`src/rtl/mem_pkg.sv`:
```
// Shared encodings and helpers for the EXE-stage data-SRAM request path.
package mem_pkg;

    localparam logic [1:0] SZ_B = 2'd0;
    localparam logic [1:0] SZ_H = 2'd1;
    localparam logic [1:0] SZ_W = 2'd2;

    typedef enum logic [1:0] {
        IDLE = 2'd0,
        REQ  = 2'd1,
        DONE = 2'd2
    } memState_e;

    function automatic logic [3:0] wstrb_gen(input logic [1:0] size, input logic [1:0] addr);
        logic [3:0] strb;
        case (size)
            SZ_B:    strb = 4'b0001 << addr;
            SZ_H:    strb = 4'b0011 << {addr[1], 1'b0};
            SZ_W:    strb = 4'b1111;
            default: strb = 4'b0000;
        endcase
        return strb;
    endfunction

endpackage

```
`src/rtl/mem_resp_filter.sv`:
```
// Tracks accepted-but-unanswered requests and hides data_ok pulses that belong
// to instructions killed by a writeback flush.
module mem_resp_filter #(
    parameter int MAX_OUTSTANDING = 2
) (
    input  logic clk,
    input  logic reset,
    input  logic accept_i,
    input  logic doomed_accept_i,
    input  logic data_ok_i,
    input  logic flush_i,
    output logic can_issue_o,
    output logic ms_data_ok_o
);

    localparam int CW = $clog2(MAX_OUTSTANDING + 1);
    localparam logic [CW-1:0] MAX_CNT = CW'(MAX_OUTSTANDING);
    localparam logic [CW-1:0] ONE     = CW'(1);

    logic [CW-1:0] outstanding_q, outstanding_d;
    logic [CW-1:0] discard_q, discard_d;
    logic          discardHit;

    assign discardHit   = data_ok_i && (discard_q != '0);
    assign ms_data_ok_o = data_ok_i && !discardHit;
    assign can_issue_o  = outstanding_q < MAX_CNT;

    always_comb begin
        outstanding_d = outstanding_q;
        if (accept_i && !data_ok_i) begin
            outstanding_d = outstanding_q + ONE;
        end else if (!accept_i && data_ok_i) begin
            outstanding_d = outstanding_q - ONE;
        end
    end

    // A flush condemns everything in flight, including this cycle's acceptance.
    always_comb begin
        discard_d = discard_q;
        if (flush_i) begin
            discard_d = outstanding_d;
        end else if (doomed_accept_i && !discardHit) begin
            discard_d = discard_q + ONE;
        end else if (!doomed_accept_i && discardHit) begin
            discard_d = discard_q - ONE;
        end
    end

    always_ff @(posedge clk) begin
        if (reset) begin
            outstanding_q <= '0;
            discard_q     <= '0;
        end else begin
            outstanding_q <= outstanding_d;
            discard_q     <= discard_d;
        end
    end

endmodule

```
`src/rtl/exe_mem_req.sv`:
```
// EXE-stage memory request issue: registers a load/store request, holds it until
// addr_ok, raises alignment exceptions and stalls EXE through the address phase.
module exe_mem_req #(
    parameter int MAX_OUTSTANDING = 2
) (
    input  logic        clk,
    input  logic        reset,
    input  logic        es_valid_i,
    input  logic        es_mem_re_i,
    input  logic        es_mem_we_i,
    input  logic [1:0]  es_size_i,
    input  logic [31:0] es_addr_i,
    input  logic [31:0] es_st_data_i,
    input  logic        es_ex_in_i,
    input  logic        ms_ex_i,
    input  logic        wb_flush_i,
    input  logic        ms_allowin_i,
    output logic        data_sram_req_o,
    output logic        data_sram_wr_o,
    output logic [1:0]  data_sram_size_o,
    output logic [3:0]  data_sram_wstrb_o,
    output logic [31:0] data_sram_addr_o,
    output logic [31:0] data_sram_wdata_o,
    input  logic        data_sram_addr_ok_i,
    input  logic        data_sram_data_ok_i,
    output logic        es_ready_go_o,
    output logic        es_ale_o,
    output logic        ms_data_ok_o
);

    import mem_pkg::*;

    memState_e   state_q;
    logic        req_q, doomed_q, wr_q;
    logic [1:0]  size_q;
    logic [3:0]  wstrb_q, wstrb_d;
    logic [31:0] addr_q, wdata_q, wdata_d;
    logic        memOp, go, canIssue, accept, doomedAccept;

    assign memOp = es_valid_i && (es_mem_re_i || es_mem_we_i);
    assign es_ale_o = memOp && (((es_size_i == SZ_H) && es_addr_i[0]) ||
                                ((es_size_i == SZ_W) && (es_addr_i[1:0] != 2'b00)));

    assign go = memOp && !es_ale_o && !es_ex_in_i && !ms_ex_i && !wb_flush_i &&
                canIssue && (state_q == IDLE);

    assign wstrb_d = es_mem_we_i ? wstrb_gen(es_size_i, es_addr_i[1:0]) : 4'b0000;

    always_comb begin
        case (es_size_i)
            SZ_B:    wdata_d = {4{es_st_data_i[7:0]}};
            SZ_H:    wdata_d = {2{es_st_data_i[15:0]}};
            default: wdata_d = es_st_data_i;
        endcase
    end

    assign accept       = req_q && data_sram_addr_ok_i;
    assign doomedAccept = accept && doomed_q;

    // Once raised, req stays up with a frozen payload until addr_ok, even across a flush.
    always_ff @(posedge clk) begin
        if (reset) begin
            state_q  <= IDLE;
            req_q    <= 1'b0;
            doomed_q <= 1'b0;
            wr_q     <= 1'b0;
            size_q   <= 2'b00;
            wstrb_q  <= 4'b0000;
            addr_q   <= 32'h0;
            wdata_q  <= 32'h0;
        end else begin
            case (state_q)
                IDLE: begin
                    if (go) begin
                        state_q  <= REQ;
                        req_q    <= 1'b1;
                        doomed_q <= 1'b0;
                        wr_q     <= es_mem_we_i;
                        size_q   <= es_size_i;
                        wstrb_q  <= wstrb_d;
                        addr_q   <= es_addr_i;
                        wdata_q  <= wdata_d;
                    end
                end
                REQ: begin
                    if (data_sram_addr_ok_i) begin
                        req_q    <= 1'b0;
                        doomed_q <= 1'b0;
                        if (doomed_q || wb_flush_i || ms_allowin_i) begin
                            state_q <= IDLE;
                        end else begin
                            state_q <= DONE;
                        end
                    end else if (wb_flush_i) begin
                        doomed_q <= 1'b1;
                    end
                end
                DONE: begin
                    if (ms_allowin_i || wb_flush_i) begin
                        state_q <= IDLE;
                    end
                end
                default: state_q <= IDLE;
            endcase
        end
    end

    assign es_ready_go_o = !memOp || es_ale_o || es_ex_in_i || ms_ex_i ||
                           (state_q == DONE) ||
                           ((state_q == REQ) && data_sram_addr_ok_i && !doomed_q && !wb_flush_i);

    assign data_sram_req_o   = req_q;
    assign data_sram_wr_o    = wr_q;
    assign data_sram_size_o  = size_q;
    assign data_sram_wstrb_o = wstrb_q;
    assign data_sram_addr_o  = addr_q;
    assign data_sram_wdata_o = wdata_q;

    mem_resp_filter #(
        .MAX_OUTSTANDING(MAX_OUTSTANDING)
    ) u_resp_filter (
        .clk             (clk),
        .reset           (reset),
        .accept_i        (accept),
        .doomed_accept_i (doomedAccept),
        .data_ok_i       (data_sram_data_ok_i),
        .flush_i         (wb_flush_i),
        .can_issue_o     (canIssue),
        .ms_data_ok_o    (ms_data_ok_o)
    );

endmodule

```
`config.mk`:
```
export PLATFORM = sky130hd
export DESIGN_NAME = exe_mem_req
export DESIGN_NICKNAME = d
export VERILOG_FILES = /design/src/rtl/mem_pkg.sv /design/src/rtl/mem_resp_filter.sv /design/src/rtl/exe_mem_req.sv
export SDC_FILE = /design/constraint.sdc
export NUM_CORES = 1
export LEC_CHECK = 0
export BUFFER_PORTS_ARGS = -buffer_cell sky130_fd_sc_hd__buf_4
export CELL_PAD_IN_SITES_DETAIL_PLACEMENT = 0
export CELL_PAD_IN_SITES_GLOBAL_PLACEMENT = 1
export CORE_MARGIN = 2
export CORE_UTILIZATION = 34
export DETAILED_ROUTE_END_ITERATION = 8
export GPL_TIMING_DRIVEN = 0
export HOLD_SLACK_MARGIN = 0.08
export PLACE_DENSITY_LB_ADDON = 0.25
export SETUP_SLACK_MARGIN = 0.3
export SLEW_MARGIN = 20
export SYNTH_ARGS = -nofsm -noshare
export SYNTH_HDL_FRONTEND = slang
export SYNTH_HIERARCHICAL = 1
export SYNTH_SLANG_ARGS = --single-unit
export TNS_END_PERCENT = 50
```
`constraint.sdc`:
```
create_clock -name clk -period 1.8 [get_ports clk]
set_clock_uncertainty 0.05 [all_clocks]
set_input_delay 0.36 -clock clk [delete_from_list [all_inputs] [get_ports clk]]
set_output_delay 0.36 -clock clk [all_outputs]
set_load 0.01 [all_outputs]
```
## Word-level counts from Yosys, hierarchy flattened

Index checks and enable logic that the tools add are counted.

| operators by class | value |
|---|---|
| eq/ne operators | 8 |
| reduce and logical (&&, ||, !) cells | 51 |
| add/subtract/negate cells | 4 |
| magnitude comparators | 1 |
| shift-type cells | 2 |
| mux-type cells | 20 |

Operator list:

| cell | count |
|---|---|
| $pmux 32 s2 | 1 |
| $logic_and 1x1->1 | 21 |
| $mux 2 | 9 |
| $pmux 4 s3 | 1 |
| $logic_not 1->1 | 10 |
| $logic_or 1x1->1 | 10 |
| $reduce_and 3->1 | 3 |
| $ne 2x2->1 const B | 3 |
| $pmux 2 s3 | 1 |
| $reduce_bool 2->1 | 3 |
| $mux 1 | 5 |
| $add 2x1->2 const B | 2 |
| $eq 2x1->1 const B | 2 |
| $eq 2x2->1 const B | 2 |
| $logic_not 2->1 | 2 |
| $mux 4 | 1 |
| $pmux 1 s2 | 2 |
| $shl 1x2->4 const A | 1 |
| $shl 2x2->4 const A | 1 |
| $sub 2x1->2 const B | 2 |
| $ne 3x3->1 const B | 1 |
| $reduce_bool 3->1 | 1 |
| $lt 2x2->1 const B | 1 |
| $reduce_and 2->1 | 1 |

| storage, ports and cells | value |
|---|---|
| logic and storage cells | 96 |
| register bits after elaboration | 79 |
| output and inout port bits | 75 |

## Longest topological paths before layout

Gate-level depths: netlist (run 1).

| depth | value |
|---|---|
| depth after elaboration | 13 |
| depth in mapped cells | 7 |

## Modules after synthesis

The synthesis (run 1) kept the hierarchy.

By module, submodules not included:

| module | instances | area an instance (µm²) | cells each |
|---|---|---|---|
| exe_mem_req | 1 | 3,299.4 | 400 |
| mem_resp_filter | 1 | 229.0 | 26 |

## Worst setup path before layout (run 1)

No wires, ideal clock.

| timing | value |
|---|---|
| path kind | input -> output |
| from | input port es_ex_in_i |
| to | output port es_ready_go_o |
| required time | 1.390 ns |
| stages | 6 |
| path buffers | 3 |
| arrival time | 1.388 ns |
| path slack | 0.002 ns |
| cells stage by stage | nor2_1 -> o2111a_1 -> buf_2 -> buf_6 -> buf_4 -> o311ai_0 |

| between the ends | value |
|---|---|
| longest elaborated chain between the ends | 4 |

Ends and longest elaborated chain:

| element | RTL line | RTL |
|---|---|---|
| start: declaration | exe_mem_req.sv:14 | `input logic es_ex_in_i,` |
| $logic_or 1x1->1 (3 in a row) | exe_mem_req.sv:108 | `assign es_ready_go_o = !memOp \|\| es_ale_o \|\| es_ex_in_i \|\| ms_ex_i \|\|` |
| $logic_or 1x1->1 | exe_mem_req.sv:109 | `(state_q == DONE) \|\|` |
| end: declaration | exe_mem_req.sv:26 | `output logic es_ready_go_o,` |

No other way between the ends.

## Worst setup path after layout (run 1)

| timing | value |
|---|---|
| from | input port es_size_i[1] |
| to | output port es_ready_go_o |

| between the ends | value |
|---|---|
| longest elaborated chain between the ends | 9 |
| elaborated cells between the ends (all ways) | 11 |
| classes of those cells | eq/ne (2); reduce/logical (9) |

Ends and longest elaborated chain:

| element | RTL line | RTL |
|---|---|---|
| start: declaration | exe_mem_req.sv:11 | `input logic [1:0] es_size_i,` |
| $eq 2x1->1 or $eq 2x2->1 (tied branches) | exe_mem_req.sv:41, exe_mem_req.sv:42 |  |
| $logic_and 1x1->1, on equally long branches | exe_mem_req.sv:41, exe_mem_req.sv:42 |  |
| $logic_or 1x1->1 * | exe_mem_req.sv:41 | `assign es_ale_o = memOp && (((es_size_i == SZ_H) && es_addr_i[0]) \|\|` |
| $logic_and 1x1->1 * | exe_mem_req.sv:41 |  |
| $logic_or 1x1->1 * (4 in a row) | exe_mem_req.sv:108 |  |
| $logic_or 1x1->1 * | exe_mem_req.sv:109 |  |

Every way passes the cells marked *; elsewhere a longest branch is shown, timed or not.

==> key figures, run 1 <==
Placement
  • Gpl congestion: 0.8242
  • Port buffer count: 151
  • Hpwl dp: 8858 µm
  • Area after DPL: between 0.004 and 0.005 mm²

Synthesis
  • Register area share after synthesis: 44.82%
  • Yosys top cell by area: dfxtp_1
  • Flip-flop and latch count after synthesis: 79
  • Mux share of post-synthesis cell area: 5.106%
  • Ranking of synthesized cells by area: dfxtp_1, a21oi_1, o21ai_0
  • Post-Synth Simple-Gate Area: 14.47%
  • Mapped Cells: about 430
  • Net Count, Synth: 503
  • Post-synth EDFFs: 0
  • Largest family of logic cells by synthesized area: compound AO/OA/AOI/OAI gates
  • Synth top cells by count: dfxtp_1, a21oi_1, o21ai_0
  • Synthesized area per cell: 8.283 µm²
  • Synth top area share: 44.82%
  • Xor and xnor area share after synthesis: 1.454%
  • Adder-Cell Fraction of Synth Area: 0%
  • Top-count cell post-synth: dfxtp_1
  • Mapped cell area: around 0.0035 mm²
  • Post-synthesis compound-gate area fraction: 27.87%
  • Post-synth top flop: dfxtp_1
  • Fraction of registers with async set/reset: 0%
  • Yosys warnings: 6
  • Unique masters post-synth: 40

Route
  • Routed WL per cell: ~16 µm
  • Routed wire length: 11910 µm
  • Via-per-instance ratio: 5.200
  • First DRT Iteration DRCs: 133
  • Total number of vias: approximately 3800
  • DRC viols: 0
  • Drt pass-1 iters: 4
  • Post-DRT Antenna Nets: 0

Finish
  • Ratio of cells with drive above 1 in the final layout: 37.40%
  • Final net count: 672
  • Area growth from synthesis to layout: 48.90%
  • Design area: 0.005254 mm²
  • Fill count: 1016
  • Antenna fix cells: 0

Global routing
  • Grt total ovfl: 0
  • Antenna violations before repair: 0
  • Vias in the first global route: 3660
  • First-pass GRT wire length: 18600 µm
  • Largest net degree at the start of global routing: 14
  • Total Routing Usage GR: 20.97%

Timing
  • Max Transition Viols Final: 0
  • Relative slew slack: 60.07%
  • Final hold violation count: 0
  • Final setup viols: 1
  • FMAX: 545.7 MHz
  • Final worst path period share: 101.8%
  • Worst Tran Pin Value: approximately 600 ps
  • Final WS setup: -32.36 ps
  • Post-layout minimum cycle time: 1832 ps
  • RSZ-0062 raised after global routing: true

Setup path
  • Worst EP arrival: approximately 1400 ps
  • CP endpoint kind: output port
  • CP Launch Type: input port
  • CP Class: in2out
  • CP Max Fanout: 3
  • CP required: 1390 ps

Clocking
  • Root buf cell: clkbuf_8
  • Max Root-Sink Buffers: 2
  • CTS tree: yes
  • H-tree depth: 3
  • Hold-fix buffers, CTS: 0
  • Clock latency on the worst-skew pair: 350 ps
  • Inserted Clock Buffers: 9
  • Clk slew on worst S/H paths: 80 ps
  • # clock sinks: 79

Floorplanning
  • Die width: 105.9 µm
  • Die Ht: between 100 and 150 µm
  • Initial core utilization: 34.64%
  • Die ar.: 0.01121 mm²
  • Core ar.: 0.01018 mm²
  • FP Rows: 37
  • Ports: approximately 150

Pwr
  • Overall Power: 3632 µW
  • Leak: 0.002132 µW
  • PD cells: roughly 700 mW/mm²
  • Maximum vdd drop: 0.0004222 V

Job
  • Max_cap viols: 0

Status
  • Status: complete, but fails checks
  • Failing checks: negative setup slack

Min path
  • Min-Delay Path Class: in2reg
-- cell usage in the layout (no fill, tap or decap), types with 4 or more instances in the layout --
| cell | count |
|---|---|
| clkbuf_1 | 11 |
| nor2_1 | 5 |
| a311oi_1 | 8 |
| clkbuf_2 | 8 |
| buf_4 | 155 |
| nand2b_1 | 4 |
| clkbuf_8 | 9 |
| a21oi_1 | 69 |
| nand2_1 | 19 |
| clkinv_2 | 4 |
| buf_8 | 5 |
| a211oi_1 | 8 |
| nand3_1 | 51 |
| mux2i_1 | 18 |
| buf_6 | 5 |
| dfxtp_1 | 78 |
| inv_1 | 8 |
| o32ai_1 | 4 |
| o21ai_0 | 72 |
| buf_2 | 11 |
-- flip-flops by register name, indices dropped and copies added (netlist names) --
name and count:
doomed_q 1, u_resp_filter/outstanding_q 2, u_resp_filter/discard_q 2, data_sram_wr_o 1, data_sram_size_o 2, data_sram_addr_o 32
data_sram_wdata_o 32, data_sram_req_o 1, state_q 2, data_sram_wstrb_o 4
-- metrics by stage --
step | setup TNS [ps] | setup slack (ps) | utilization (%) | hold slack, ps | instances
floorplan | 0 | 183.0 | - | 373.6 | 426
finish | -32.36 | -32.36 | 51.58 | 116.8 | 735
global route | -43.96 | -43.96 | 51.58 | 102.7 | 735
detailed placement | -5792 | -282.9 | 47.86 | 405.6 | 713
global placement | -5401 | -266.5 | 47.86 | 391.6 | 713
CTS | -45.18 | -45.18 | 50.75 | 106.5 | 735
-- critical path, cell delays in order --
cell and delay (ps):
buf_8 110, xnor2_4 130, o2111a_1 240, buf_6 120, buf_8 110, buf_8 110, o311ai_4 70, buf_4 160
-- path summary, 6_finish.rpt --
path,start,to,slack (ps),cells after the start
min reg2reg,data_sram_addr_o[26],data_sram_addr_o[26],430,2
max reg2reg,state_q[0],data_sram_size_o[0],360,7
min,ms_allowin_i,state_q[1],120,2
max,es_size_i[1],es_ready_go_o,-30,8
-- area by class of cell --
class,instances,area (µm²),area share [%]
multi-input combinational,297,1831,34.84
sequential,79,1585,30.17
timing repair buffer,158,1201,22.86
buffer,41,272.8,5.192
tap,136,170.2,3.239
clock buffer,9,123.9,2.358
clock inverter,6,36.28,0.6906
inverter,9,33.78,0.6430
-- cells by family after synthesis --
family          Yosys count
simple gates            100
compound gates          174
mux                      18
flops                    79
buf+inv                  50
xor+xnor                  5
-- power breakdown --
group	internal (µW)	switching, µW	total (µW)
logic	311	360	672
registers	1780	22.9	1800
clock network	489	668	1160
total	2580	1050	3630
-- layer usage --
metal	vias up	routed length [µm]	global-route usage [%]
met4	0	115	6.485
met3	9	622	4.205
li1	1880	-	-
met5	-	0	0
met2	109	5973	34.98
met1	1824	5201	27.30
-- timing repair --
| item | CTS | global route |
|---|---|---|
| endpoints found under the hold margin | 0 | 0 |
| setup buffers | 7 | 0 |
| pin swaps | 4 | 5 |
| endpoints found under the setup margin | 75 | 76 |
| gates resized for setup | 28 | 29 |
(Power assumes the default switching activity.)
==> inputs of run 2 (changes only) <==
--- a/config.mk
+++ b/config.mk
@@ -6,10 +6,8 @@
 export NUM_CORES = 1
 export LEC_CHECK = 0
 export BUFFER_PORTS_ARGS = -buffer_cell sky130_fd_sc_hd__buf_4
-export CELL_PAD_IN_SITES_DETAIL_PLACEMENT = 0
-export CELL_PAD_IN_SITES_GLOBAL_PLACEMENT = 1
 export CORE_MARGIN = 2
-export CORE_UTILIZATION = 34
+export CORE_UTILIZATION = 47
 export DETAILED_ROUTE_END_ITERATION = 8
 export GPL_TIMING_DRIVEN = 0
 export HOLD_SLACK_MARGIN = 0.08
==> key figures, run 2 (synthesis gave the netlist of run 1 again) <==
Timing
  • Final worst path period share: 103.2% (+1.4 points)
  • Final hold violation count: 0 (unchanged)
  • Post-layout minimum cycle time: 1858 ps (+25.52 ps)
  • Relative slew slack: 61.13% (+1.1 points)
  • Final setup viols: 1 (unchanged)
  • RSZ-0062 raised after global routing: true
  • Final WS setup: -57.87 ps (-25.52 ps)
  • Setup TNS: -57.87 ps (-25.52 ps)
  • FMAX: 538.3 MHz (-1.4%)
  • Worst Tran Pin Value: 583.0 ps (-13.67 ps)
  • Max Transition Viols Final: 0 (unchanged)

Job
  • Max_cap viols: 0 (unchanged)

Placement
  • Hpwl dp: 8383 µm (-5.4%)
  • Port buffer count: 151 (unchanged)
  • Area after DPL: 0.004828 mm² (-0.95%)
  • Placement Setup Slack: -267.1 ps (+15.75 ps)
  • Gpl congestion: 0.8990 (+9.1%)

Global routing
  • Grt total ovfl: 0 (unchanged)
  • GR Layer Usage met3: 5.927% (+1.7 points)
  • Met2 Usage GRT: 46.52% (+12 points)
  • First-pass GRT wire length: 18210 µm (-2.1%)
  • Antenna violations before repair: 0 (unchanged)
  • Total Routing Usage GR: 27.22% (+6.2 points)
  • Met1 Track Usage GR: 33.04% (+5.7 points)
  • Largest net degree at the start of global routing: 14 (unchanged)
  • Vias in the first global route: 3825 (+4.5%)
  • Layer with the highest usage: met2

Floorplanning
  • Die ar.: 0.008217 mm² (-27%)
  • Core ar.: 0.007253 mm² (-29%)
  • Die Ht: 90.65 µm (-14%)
  • FP Rows: 31 (-16%)
  • Die width: 90.65 µm (-14%)
  • Initial core utilization: 48.65% (+14 points)
  • Ports: 152 (unchanged)

Setup path
  • CP Class: in2out
  • CP endpoint kind: output port
  • CP Launch Type: input port
  • CP Max Fanout: 2 (-1)
  • Worst reg2reg path depth: 7 (unchanged)
  • Worst EP arrival: 1450 ps (+30 ps)
  • CP required: 1390 ps (about the same)

Finish
  • Fill count: 585 (-42%)
  • Antenna fix cells: 0 (unchanged)
  • Design area: 0.005339 mm² (+1.6%)
  • Area growth from synthesis to layout: 51.31%
  • Register Area: 0.001583 mm² (-0.16%)
  • Finished Core Util: 73.61% (+22 points)
  • Final net count: 677 (+0.74%)
  • Ratio of cells with drive above 1 in the final layout: 37.91% (+0.52 points)
  • Commonest non-fill, non-tap cell in the layout: buf_4
  • Most frequent cells in the layout: buf_4, dfxtp_1, o21ai_0
  • Area of the multi-input gates: 0.001814 mm² (-0.89%)

Route
  • Total number of vias: 4050 (+6.0%)
  • Routed wire length: 11940 µm (+0.20%)
  • First DRT Iteration DRCs: 210 (+58%)
  • Routed WL per cell: 16.98 µm (+4.8%)
  • Via-per-instance ratio: 5.761 (+11%)
  • Post-DRT Antenna Nets: 0 (unchanged)
  • DRC viols: 0 (unchanged)
  • Drt pass-1 iters: 5 (+1)

Pwr
  • Overall Power: 4098 µW (+13%)
  • Leak: 0.002197 µW (+3.0%)
  • Maximum vdd drop: 0.0004231 V (+0.22%)
  • PD cells: 767.6 mW/mm² (+11%)

Status
  • Failing checks: negative setup slack
  • Status: complete, but fails checks

Clocking
  • Root buf cell: clkbuf_8
  • Hold-fix buffers, CTS: 0 (unchanged)
  • Clk slew on worst S/H paths: 80 ps (about the same)
  • Inserted Clock Buffers: 9 (unchanged)
  • # clock sinks: 79 (unchanged)
  • H-tree depth: 3 (unchanged)
  • CTS tree: yes
  • Max Root-Sink Buffers: 2 (unchanged)
  • Clock latency on the worst-skew pair: 350 ps (about the same)

Min path
  • Min-Delay Path Class: in2reg
  • Hold Crit Depth: 2 (unchanged)
-- run 2: cell types whose count changed in the layout (fill, tap and decap cells not counted), sizes merged --
cell	delta
inv	-1
clkbuf	+1
bufinv	+3
clkinv	-3
buf	+5
-- run 2: stage by stage --
stage | cells | hold slack (ps)
final | 703 | 150.7
after floorplan | 426 | 373.6
after global routing | 703 | 148.7
after global placement | 676 | 389.2
after detailed placement | 676 | 399.6
after CTS | 699 | 135.4
-- run 2: worst paths after layout --
kind,slack [ps],to,start
min reg2reg,400,state_q[0],state_q[1]
max reg2reg,330,data_sram_addr_o[27],state_q[0]
max,-60,es_ready_go_o,es_size_i[1]
min,150,state_q[1],ms_allowin_i
-- run 2: layout make-up --
cell class / count / share of cell area [%]
Timing Repair Buffer: 163 / 23.76
Tap cell: 99 / 2.320
Buffer: 41 / 5.086
Clock inverter: 5 / 1.992
Clock buffer: 10 / 2.578
Inverter: 9 / 0.6328
Sequential cell: 79 / 29.65
Multi-Input combinational cell: 297 / 33.98
-- run 2: worst max-delay path: stages --
cell	delay, ps
buf_12	110
xnor2_4	130
o2111a_1	260
buf_6	130
buf_8	110
buf_8	110
o311ai_4	70
buf_4	160
-- run 2: what timing repair did --
item	4_1_cts	5_1_grt
endpoints found under the hold margin	0	0
pin swaps	4	5
endpoints found under the setup margin	72	77
setup buffers	8	3
gates resized for setup	31	30
cloned	0	1
-- run 2: per-layer routing --
| metal | up-vias | routed length [µm] |
|---|---|---|
| li1 | 1896 | - |
| met1 | 1944 | 4745 |
| met2 | 181 | 5882 |
| met3 | 29 | 946 |
| met4 | 0 | 361 |
| met5 | - | 0 |
-- run 2: report_power, final --
group / switching [µW] / internal [µW]
Combinational: 365 / 323
Clock: 652 / 954
Sequential: 22.2 / 1780
==> inputs of run 3 (changes only) <==
--- a/config.mk
+++ b/config.mk
@@ -5,7 +5,7 @@
 export SDC_FILE = /design/constraint.sdc
 export NUM_CORES = 1
 export LEC_CHECK = 0
-export BUFFER_PORTS_ARGS = -buffer_cell sky130_fd_sc_hd__buf_4
+export BUFFER_PORTS_ARGS = -buffer_cell sky130_fd_sc_hd__buf_2
 export CORE_MARGIN = 2
 export CORE_UTILIZATION = 47
 export DETAILED_ROUTE_END_ITERATION = 8
==> key figures, run 3 (synthesis gave the netlist of run 1 again) <==
Route
  • Post-DRT Antenna Nets: 0 (unchanged)
  • Routed wire length: 12030 µm (+0.79%)
  • Routed WL per cell: 16.97 µm (about the same)
  • DRC viols: 0 (unchanged)
  • Total number of vias: 4065 (+0.37%)
  • Via-per-instance ratio: 5.733 (-0.48%)
  • First DRT Iteration DRCs: 240 (+14%)
  • Drt pass-1 iters: 5 (unchanged)

Clocking
  • Clock latency on the worst-skew pair: 340 ps (about the same)
  • Root buf cell: clkbuf_8
  • Hold-fix buffers, CTS: 0 (unchanged)
  • H-tree depth: 3 (unchanged)
  • # clock sinks: 79 (unchanged)
  • Clk slew on worst S/H paths: 80 ps (about the same)
  • CTS tree: yes
  • Inserted Clock Buffers: 9 (unchanged)
  • Max Root-Sink Buffers: 2 (unchanged)

Global routing
  • Largest net degree at the start of global routing: 14 (unchanged)
  • First-pass GRT wire length: 18040 µm (-0.91%)
  • Antenna violations before repair: 0 (unchanged)
  • Total Routing Usage GR: 27.10% (-0.12 points)
  • Vias in the first global route: 3771 (-1.4%)
  • Grt total ovfl: 0 (unchanged)

Pwr
  • Leak: 0.002175 µW (-0.99%)
  • PD cells: 755.6 mW/mm² (-1.6%)
  • Maximum vdd drop: 0.0003954 V (-6.6%)

Min path
  • Min-Delay Path Class: in2reg

Setup path
  • CP Max Fanout: 5 (+3)
  • Worst EP arrival: 1470 ps (+20 ps)
  • CP endpoint kind: output port
  • Max stage delay cell, worst path: o2111a_1
  • CP Class: in2out
  • Max incr delay on CP: 260 ps (about the same)
  • CP required: 1390 ps (about the same)
  • Crit path cell chain: buf_12 > xnor2_4 > o2111a_1 > buf_6 > buf_8 > buf_8 > o311ai_4 > buf_2
  • CP dominant cell by count: buf_8
  • CP Launch Type: input port

Timing
  • Post-Route Hold Slack: 136.4 ps (-14.26 ps)
  • Final hold violation count: 0 (unchanged)
  • Relative slew slack: 62.09% (+0.96 points)
  • Final setup viols: 1 (unchanged)
  • FMAX: 532.7 MHz (-1.0%)
  • RSZ-0062 raised after global routing: true
  • Post-layout minimum cycle time: 1877 ps (+19.30 ps)
  • Final WS setup: -77.17 ps (-19.30 ps)
  • Setup TNS: -77.17 ps (-19.30 ps)
  • Max Transition Viols Final: 0 (unchanged)
  • Final worst path period share: 104.3% (+1.1 points)
  • Worst Tran Pin Value: 566.5 ps (-16.47 ps)

Finish
  • Design area: 0.005070 mm² (-5.0%)
  • Finished Core Util: 69.90% (-3.7 points)
  • Antenna fix cells: 0 (unchanged)
  • Commonest non-fill, non-tap cell in the layout: buf_2
  • Ratio of cells with drive above 1 in the final layout: 39.51% (+1.6 points)
  • Final net count: 682 (+0.74%)
  • Most frequent cells in the layout: buf_2, dfxtp_1, a21oi_1
  • Area growth from synthesis to layout: 43.69%

Job
  • Max_cap viols: 0 (unchanged)

Floorplanning
  • FP Rows: 31 (unchanged)
  • Initial core utilization: 48.65% (unchanged)
  • Die width: 90.65 µm (unchanged)
  • Die Ht: 90.65 µm (unchanged)
  • Ports: 152 (unchanged)
  • Die ar.: 0.008217 mm² (unchanged)
  • Core ar.: 0.007253 mm² (unchanged)

Placement
  • Gpl congestion: 0.9239 (+2.8%)
  • Hpwl dp: 8195 µm (-2.2%)
  • Port buffer count: 151 (unchanged)
  • Area after DPL: 0.004451 mm² (-7.8%)
  • Placement Setup Slack: -300.2 ps (-33.12 ps)

Status
  • Status: complete, but fails checks
  • Failing checks: negative setup slack
## run 3: changes by cell type in the layout (fill, tap and decap cells not counted), moves of 4 or more
cell	delta
buf_2	+143
o21ai_2	+5
buf_4	-147
buf_6	+6
clkbuf_1	+4
o21ai_1	+8
o21ai_0	-13
## run 3: cell type report
| type | count | area, µm² |
|---|---|---|
| fill | 627 | 2183 |
| multi-input combinational | 297 | 1867 |
| sequential | 79 | 1585 |
| timing repair buffer | 168 | 958.4 |
| buffer | 41 | 294.0 |
| clock buffer | 11 | 151.4 |
| tap | 99 | 123.9 |
| clock inverter | 5 | 56.30 |
| inverter | 9 | 33.78 |
## run 3: path summary, 6_finish.rpt
path,from,to,slack (ps),cells past startpoint
max,es_size_i[0],es_ready_go_o,-80,8
min,ms_allowin_i,state_q[1],140,2
max reg2reg,state_q[0],data_sram_wdata_o[13],230,7
min reg2reg,data_sram_addr_o[7],data_sram_addr_o[7],420,2
## run 3: critical path: cells and delay by family
kind            cells  cell delay (ps)
compound gates      2              330
xor+xnor            1              140
buf+inv             5              630
## run 3: where the power goes
part / switching (µW) / leakage, µW / total (µW) / internal, µW
Clock: 651 / 0.000105 / 1370 / 714
Combinational: 383 / 0.00143 / 663 / 279
Sequential: 22.4 / 0.000639 / 1800 / 1780
## run 3: per-stage QoR
stage                     total power, µW  cells
after floorplan                      2141    426
after global placement               2357    676
after detailed placement             2374    676
after CTS                            3742    698
after global routing                 3983    709
final                                3831    709
## run 3: metal layers
layer / vias to the layer above / wire [µm] / share of wire (%) / track usage (%)
met2: 195 / 5933 / 49 / 45.21
met5: - / 0 / 0 / 0
met3: 32 / 864 / 7.2 / 4.841
met1: 1937 / 4879 / 41 / 34.14
met4: 0 / 352 / 2.9 / 12.18
li1: 1901 / - / - / -
## run 3: what timing repair did
action	CTS	global route
gates resized for setup	21	94
setup endpoints to repair	73	73
setup buffers	6	11
pin swaps	4	20
